$ cat config.mk
export PLATFORM = sky130hd
export DESIGN_NAME = melody_sequencer
export DESIGN_NICKNAME = d
export VERILOG_FILES = /design/src/rtl/melody_sequencer.sv
export SDC_FILE = /design/constraint.sdc
export NUM_CORES = 1
export LEC_CHECK = 0
export CAP_MARGIN = 40
export CORE_UTILIZATION = 35
export CTS_BUF_LIST = sky130_fd_sc_hd__clkbuf_8
export CTS_CLUSTER_SIZE = 8
export DETAILED_ROUTE_END_ITERATION = 10
export GPL_TIMING_DRIVEN = 0
export HOLD_SLACK_MARGIN = 0.03
export PLACE_DENSITY = 0.53
export SETUP_SLACK_MARGIN = 0.05
export SLEW_MARGIN = 20
export SYNTH_ARGS = -nofsm -noshare
export SYNTH_HDL_FRONTEND = slang
export SYNTH_SLANG_ARGS = --single-unit
export TNS_END_PERCENT = 10
$ cat constraint.sdc
create_clock -name clk -period 2.9 [get_ports clk]
set_input_delay 0.58 -clock clk [delete_from_list [all_inputs] [get_ports clk]]
set_output_delay 0.58 -clock clk [all_outputs]
set_load 0.02 [all_outputs]
$ cat src/rtl/melody_sequencer.sv
// Note-table sequencer driving the tone generator: plays host-written entries for a
// duration counted in accepted samples, with a fixed silent gap between notes.
module melody_sequencer #(
   parameter int DEPTH       = 16,
   parameter int GAP_SAMPLES = 480,
   localparam int AW = $clog2(DEPTH)
) (
   input  logic          clk,
   input  logic          reset,
   input  logic          start,
   input  logic          stop,
   input  logic          loop,
   input  logic          wr_en,
   input  logic [AW-1:0] wr_addr,
   input  logic [31:0]   wr_data,
   input  logic          sample_tick,
   output logic [3:0]    tone_note,
   output logic [2:0]    tone_octave,
   output logic [7:0]    tone_volume,
   output logic          tone_enable,
   output logic          tone_load,
   output logic          busy,
   output logic          done,
   output logic [AW-1:0] step_index
);

   localparam int GW = (GAP_SAMPLES > 1) ? $clog2(GAP_SAMPLES + 1) : 1;

   typedef enum logic [2:0] {S_IDLE, S_FETCH, S_PLAY, S_GAP, S_ADV} state_t;

   state_t        state_q, state_d;
   logic [31:0]   tbl_q [DEPTH];
   logic [31:0]   ent;
   logic [AW-1:0] idx_q, idx_d;
   logic [15:0]   dur_q, dur_d;
   logic [GW-1:0] gap_q, gap_d;
   logic          last_q, last_d;
   logic [3:0]    note_q, note_d;
   logic [2:0]    oct_q, oct_d;
   logic [7:0]    vol_q, vol_d;
   logic          en_q, en_d, load_q, load_d, busy_q, busy_d, done_q, done_d;

   // Table survives reset so the host need not reload it.
   always_ff @(posedge clk) begin
      if (wr_en) tbl_q[wr_addr] <= wr_data;
   end

   assign ent = tbl_q[idx_q];

   always_comb begin
      state_d = state_q;
      idx_d   = idx_q;
      dur_d   = dur_q;
      gap_d   = gap_q;
      last_d  = last_q;
      note_d  = note_q;
      oct_d   = oct_q;
      vol_d   = vol_q;
      en_d    = en_q;
      load_d  = 1'b0;
      busy_d  = busy_q;
      done_d  = 1'b0;
      if (stop && state_q != S_IDLE) begin
         state_d = S_IDLE;
         en_d    = 1'b0;
         busy_d  = 1'b0;
      end else begin
         case (state_q)
            S_IDLE: if (start && !stop) begin
               state_d = S_FETCH;
               idx_d   = '0;
               busy_d  = 1'b1;
            end
            S_FETCH: begin
               last_d = ent[31];
               if (ent[15:0] == 16'd0) begin
                  state_d = S_ADV;
               end else begin
                  state_d = S_PLAY;
                  note_d  = ent[30:27];
                  oct_d   = ent[26:24];
                  vol_d   = ent[23:16];
                  dur_d   = ent[15:0];
                  load_d  = 1'b1;
                  // Notes 12..15 are rests: timed like a note but silent.
                  en_d    = (ent[30:27] <= 4'd11);
               end
            end
            S_PLAY: if (sample_tick) begin
               if (dur_q == 16'd1) begin
                  dur_d = '0;
                  en_d  = 1'b0;
                  if (GAP_SAMPLES == 0) begin
                     state_d = S_ADV;
                  end else begin
                     state_d = S_GAP;
                     gap_d   = GW'(GAP_SAMPLES);
                  end
               end else if (dur_q != 16'd0) begin
                  dur_d = dur_q - 16'd1;
               end
            end
            S_GAP: if (sample_tick) begin
               if (gap_q == GW'(1)) begin
                  gap_d   = '0;
                  state_d = S_ADV;
               end else if (gap_q != '0) begin
                  gap_d = gap_q - GW'(1);
               end
            end
            S_ADV: begin
               if (last_q || idx_q == AW'(DEPTH - 1)) begin
                  if (loop) begin
                     idx_d   = '0;
                     state_d = S_FETCH;
                  end else begin
                     state_d = S_IDLE;
                     busy_d  = 1'b0;
                     done_d  = 1'b1;
                  end
               end else begin
                  idx_d   = idx_q + 1'b1;
                  state_d = S_FETCH;
               end
            end
            default: state_d = S_IDLE;
         endcase
      end
   end

   always_ff @(posedge clk or posedge reset) begin
      if (reset) begin
         state_q <= S_IDLE;
         idx_q   <= '0;
         dur_q   <= '0;
         gap_q   <= '0;
         last_q  <= 1'b0;
         note_q  <= '0;
         oct_q   <= '0;
         vol_q   <= '0;
         en_q    <= 1'b0;
         load_q  <= 1'b0;
         busy_q  <= 1'b0;
         done_q  <= 1'b0;
      end else begin
         state_q <= state_d;
         idx_q   <= idx_d;
         dur_q   <= dur_d;
         gap_q   <= gap_d;
         last_q  <= last_d;
         note_q  <= note_d;
         oct_q   <= oct_d;
         vol_q   <= vol_d;
         en_q    <= en_d;
         load_q  <= load_d;
         busy_q  <= busy_d;
         done_q  <= done_d;
      end
   end

   assign tone_note   = note_q;
   assign tone_octave = oct_q;
   assign tone_volume = vol_q;
   assign tone_enable = en_q;
   assign tone_load   = load_q;
   assign busy        = busy_q;
   assign done        = done_q;
   assign step_index  = idx_q;

endmodule

==> results.md <==
* Most frequent cell on the critical path: buf_6
* Bufs on Longest Clock Path at 3
* Share of layout cells above drive strength 1 at between 20% and 30%
* Post-synth cell types at 51
* Vias in the first global route at around 13000
* Post-Place Cell Area at roughly 25000 um^2
* Largest net degree at the start of global routing at slightly above 40
* Count of final hold-check violations at 0
* Max-slew violations at 0
* Fin worst setup slack at -360 ps
* Cell row count at between 90 and 100
* Static Leakage at ~9 nW
* Fillers at 5561
* DR iter-0 viols at 1089
* Crit. End Element: register
* FMAX at 0.307 GHz
* Final period util at 112%
* Register bit count reported by yosys at ~560
* Final instance area at about 27000 um^2
* Clk slew on worst S/H paths at roughly 70 ps
* Final #Nets at roughly 1400
* Cell breakdown of the critical path: buf_12 > buf_6 > mux4_2 > a22oi_2 > nand4_1 > or4_4 > o21ai_4 > inv_4 > buf_6 > mux2_4
* Slowest stage delay, CP at about 560 ps
* CTS tree: built
* Full die area at 64800 um^2
* Cells after Synth at 1162
* Routed via count at ~12000
* Hold Path Class: input port to async pin
* Share of flip-flops with an asynchronous set or reset at a little under a tenth
* RSZ-0062 raised after global routing: true
* Num Clock Sinks at between 500 and 600
* Simple-gate share of the synthesized area at between 3 and 4%
* Vias per cell at around 5.3
* Initial antenna violation count at 3
* Status: finished, violations left
* Antenna viol nets, final at 0
* Sequential share of the synthesized area at between 70 and 80%
* # DRC at 0
* Synth area leader: edfxtp_1
* WL per Instance at roughly 25 um
* Die Wd at about 250 um
* First-pass GRT wire length at 85.3 mm
* Post-Synth Adder-Cell Area at 0.280%
* Yosys top cell area share at 68.9%
* Mapped Nets at between 1000 and 1500
* Largest family of logic cells by synthesized area: multiplexers
* Worst EP arrival at between 3000 and 4000 ps
* Final min period at 3260 ps
* IO buf count at 65
* Drt total wl at 59.1 mm
* Syn avg cell area at about 19 um^2
* Ranking of synthesized cells by area: edfxtp_1 69%, mux4_2 11%, dfrtp_1 5.8%
* Initial core utilization at a little over a third
* Io pins at 66
* CORE AREA at approximately 63000 um^2
* Yosys warns at 0
* Max Fanout on Critical Path at 10
* Max-slew headroom at 42.2%
* Worst slew pin tran at 867 ps
* Mux cell area share after synthesis at between 10 and 15%
* Failing checks: setup timing
* Power Density at 754 nW/um^2
* Top post-synthesis cells by count: 512 x edfxtp_1, 106 x mux4_2, 74 x mux2i_1
* Clk_skew at 31.6 ps
* Gr usage total at a little under a fifth
* Clk root buf: clkbuf_8
* Area growth, synth to finish at 22.4%
* Compound-Gate Fraction of Synth Area at 5.06%
* Final Total Pwr at ~20 mW
* # Max-Cap Violations at 0
* Xor/xnor share of the synthesized area at 0%
* Nature of the critical path startpoint: register
* CTS H-Tree Depth at 3
* EDFF count, synth at about 510
* Crit Path Class: register to register
* Synth Cell Area at between 20000 and 25000 um^2
* Peak supply drop at about 0.34 mV
* Final Setup Violations at 33
* Most instantiated library cell after synthesis: edfxtp_1
* Delay-heaviest family, CP: multiplexers
* WP data required at about 3500 ps
* Crit path max-delay cell type: or4_4
* RePlAce Congestion at 0.845
* DR pass1 iterations at 5
* Buf+Inv Stages, Crit Path at 4
* GRT overflow at 0
* CTS buffer count at 93
* Primary FF master, synth: edfxtp_1
* Hpwl dp at 38.8 mm
* Worst skew pair latency at just under 700 ps
* Die Span Y at between 200 and 300 um
## worst reg2reg max path, stage by stage, from the launching register on
cell,delay (ps)
dfrtp_2,390
buf_12,190
buf_6,250
mux4_2,560
a22oi_2,230
nand4_1,150
or4_4,560
o21ai_4,230
inv_4,110
buf_6,190
mux2_4,300
## flip-flops by register name, summed over array words and instances, names as in the netlist, 3 cells and up
| signal | count |
|---|---|
| dur_q | 16 |
| gap_q | 9 |
| state_q | 3 |
| step_index | 4 |
| tbl_q | 512 |
| tone_note | 4 |
| tone_octave | 3 |
| tone_volume | 8 |
## layout make-up
class                   instances  area, um^2  share of cell area (%)
inverters                      12        50.0                   0.183
clock inverters                75         352                    1.29
multi-input cells             528        5570                    20.4
plain buffers                  58         487                    1.78
flip-flops and latches        564       16700                    61.0
diodes                          1        2.50                 0.00916
repair buffers                138        1810                    6.64
clock buffers                  96        1320                    4.83
well taps                     846        1060                    3.87
## cell usage in the layout (no fill, tap or decap), drive strengths merged, types with 2 or more instances in the layout
master and n:
edfxtp 512, clkbuf 126, mux4 106, buf 101, mux2i 74, clkdlybuf4s50 65
inv 60, dfrtp 52, o21ai 43, nor2 41, a221oi 36, nand2 34
a21oi 32, nand3 25, clkinv 22, nor3 19, a22oi 18, mux2 14
a31oi 11, nand2b 9, o211ai 9, nand4 8, ha 5, o31ai 4
nand3b 4, clkinvlp 4, or3 3, nor4b 3, a211oi 3, and3 3
nor4 3, nor2b 2, or2 2, o41ai 2, or4 2, o311ai 2
## kinds of logic (layout without fill, tap and decap cells)
kind of cell,after synthesis,count (layout)
flops,564,564
mux,194,194
compound gates,168,168
simple gates,161,161
buf+inv,70,379
fa+ha+maj,5,5
other cells,0,1
## per-layer routing
layer  track usage, %  part of all wire, %
met5                0                0.046
met4             5.68                  1.8
met3             3.63                  6.6
met2             29.4                   48
met1             25.8                   44
## where the power goes
group / switching, mW / internal [mW]
Combinational: 2.59 / 2.06
Sequential: 0.309 / 9.32
Clock: 3.15 / 3.16
## path summary, 6_finish.rpt
kind / start / slack (ps) / endpoint / cells after the start
max in group asynchronous: reset / 2170 / gap_q[3] / 3
min: reset / 190 / tone_volume[7] / 2
min in group clk: tone_note[2] / 480 / tone_note[2] / 2
max reg2reg: step_index[0] / -360 / tone_volume[0] / 10
min reg2reg: tone_note[2] / 480 / tone_note[2] / 2
max: step_index[0] / -360 / tone_volume[0] / 10
## through the flow
step | setup TNS [ps] | setup WS, ps | util [%] | instances | hold WS, ps
floorplan | -56450 | -559 | - | 1162 | 466
CTS | -9540 | -356 | 43.0 | 2310 | 141
detailed placement | -39390 | -1110 | 39.9 | 2132 | 475
global placement | -1502630 | -4700 | 38.1 | 2073 | 488
finish | -9650 | -360 | 43.3 | 2318 | 190
global route | -14000 | -490 | 43.3 | 2318 | 195
## what timing repair did
item / in CTS / in global routing
pin swaps: 18 / 10
endpoints found under the setup margin: 47 / 46
buffers inserted: 6 / 4
hold buffers: 0 / 0
cloned: 1 / 2
resized for setup: 88 / 29
Note: power is estimated with default switching activity, not from simulation.
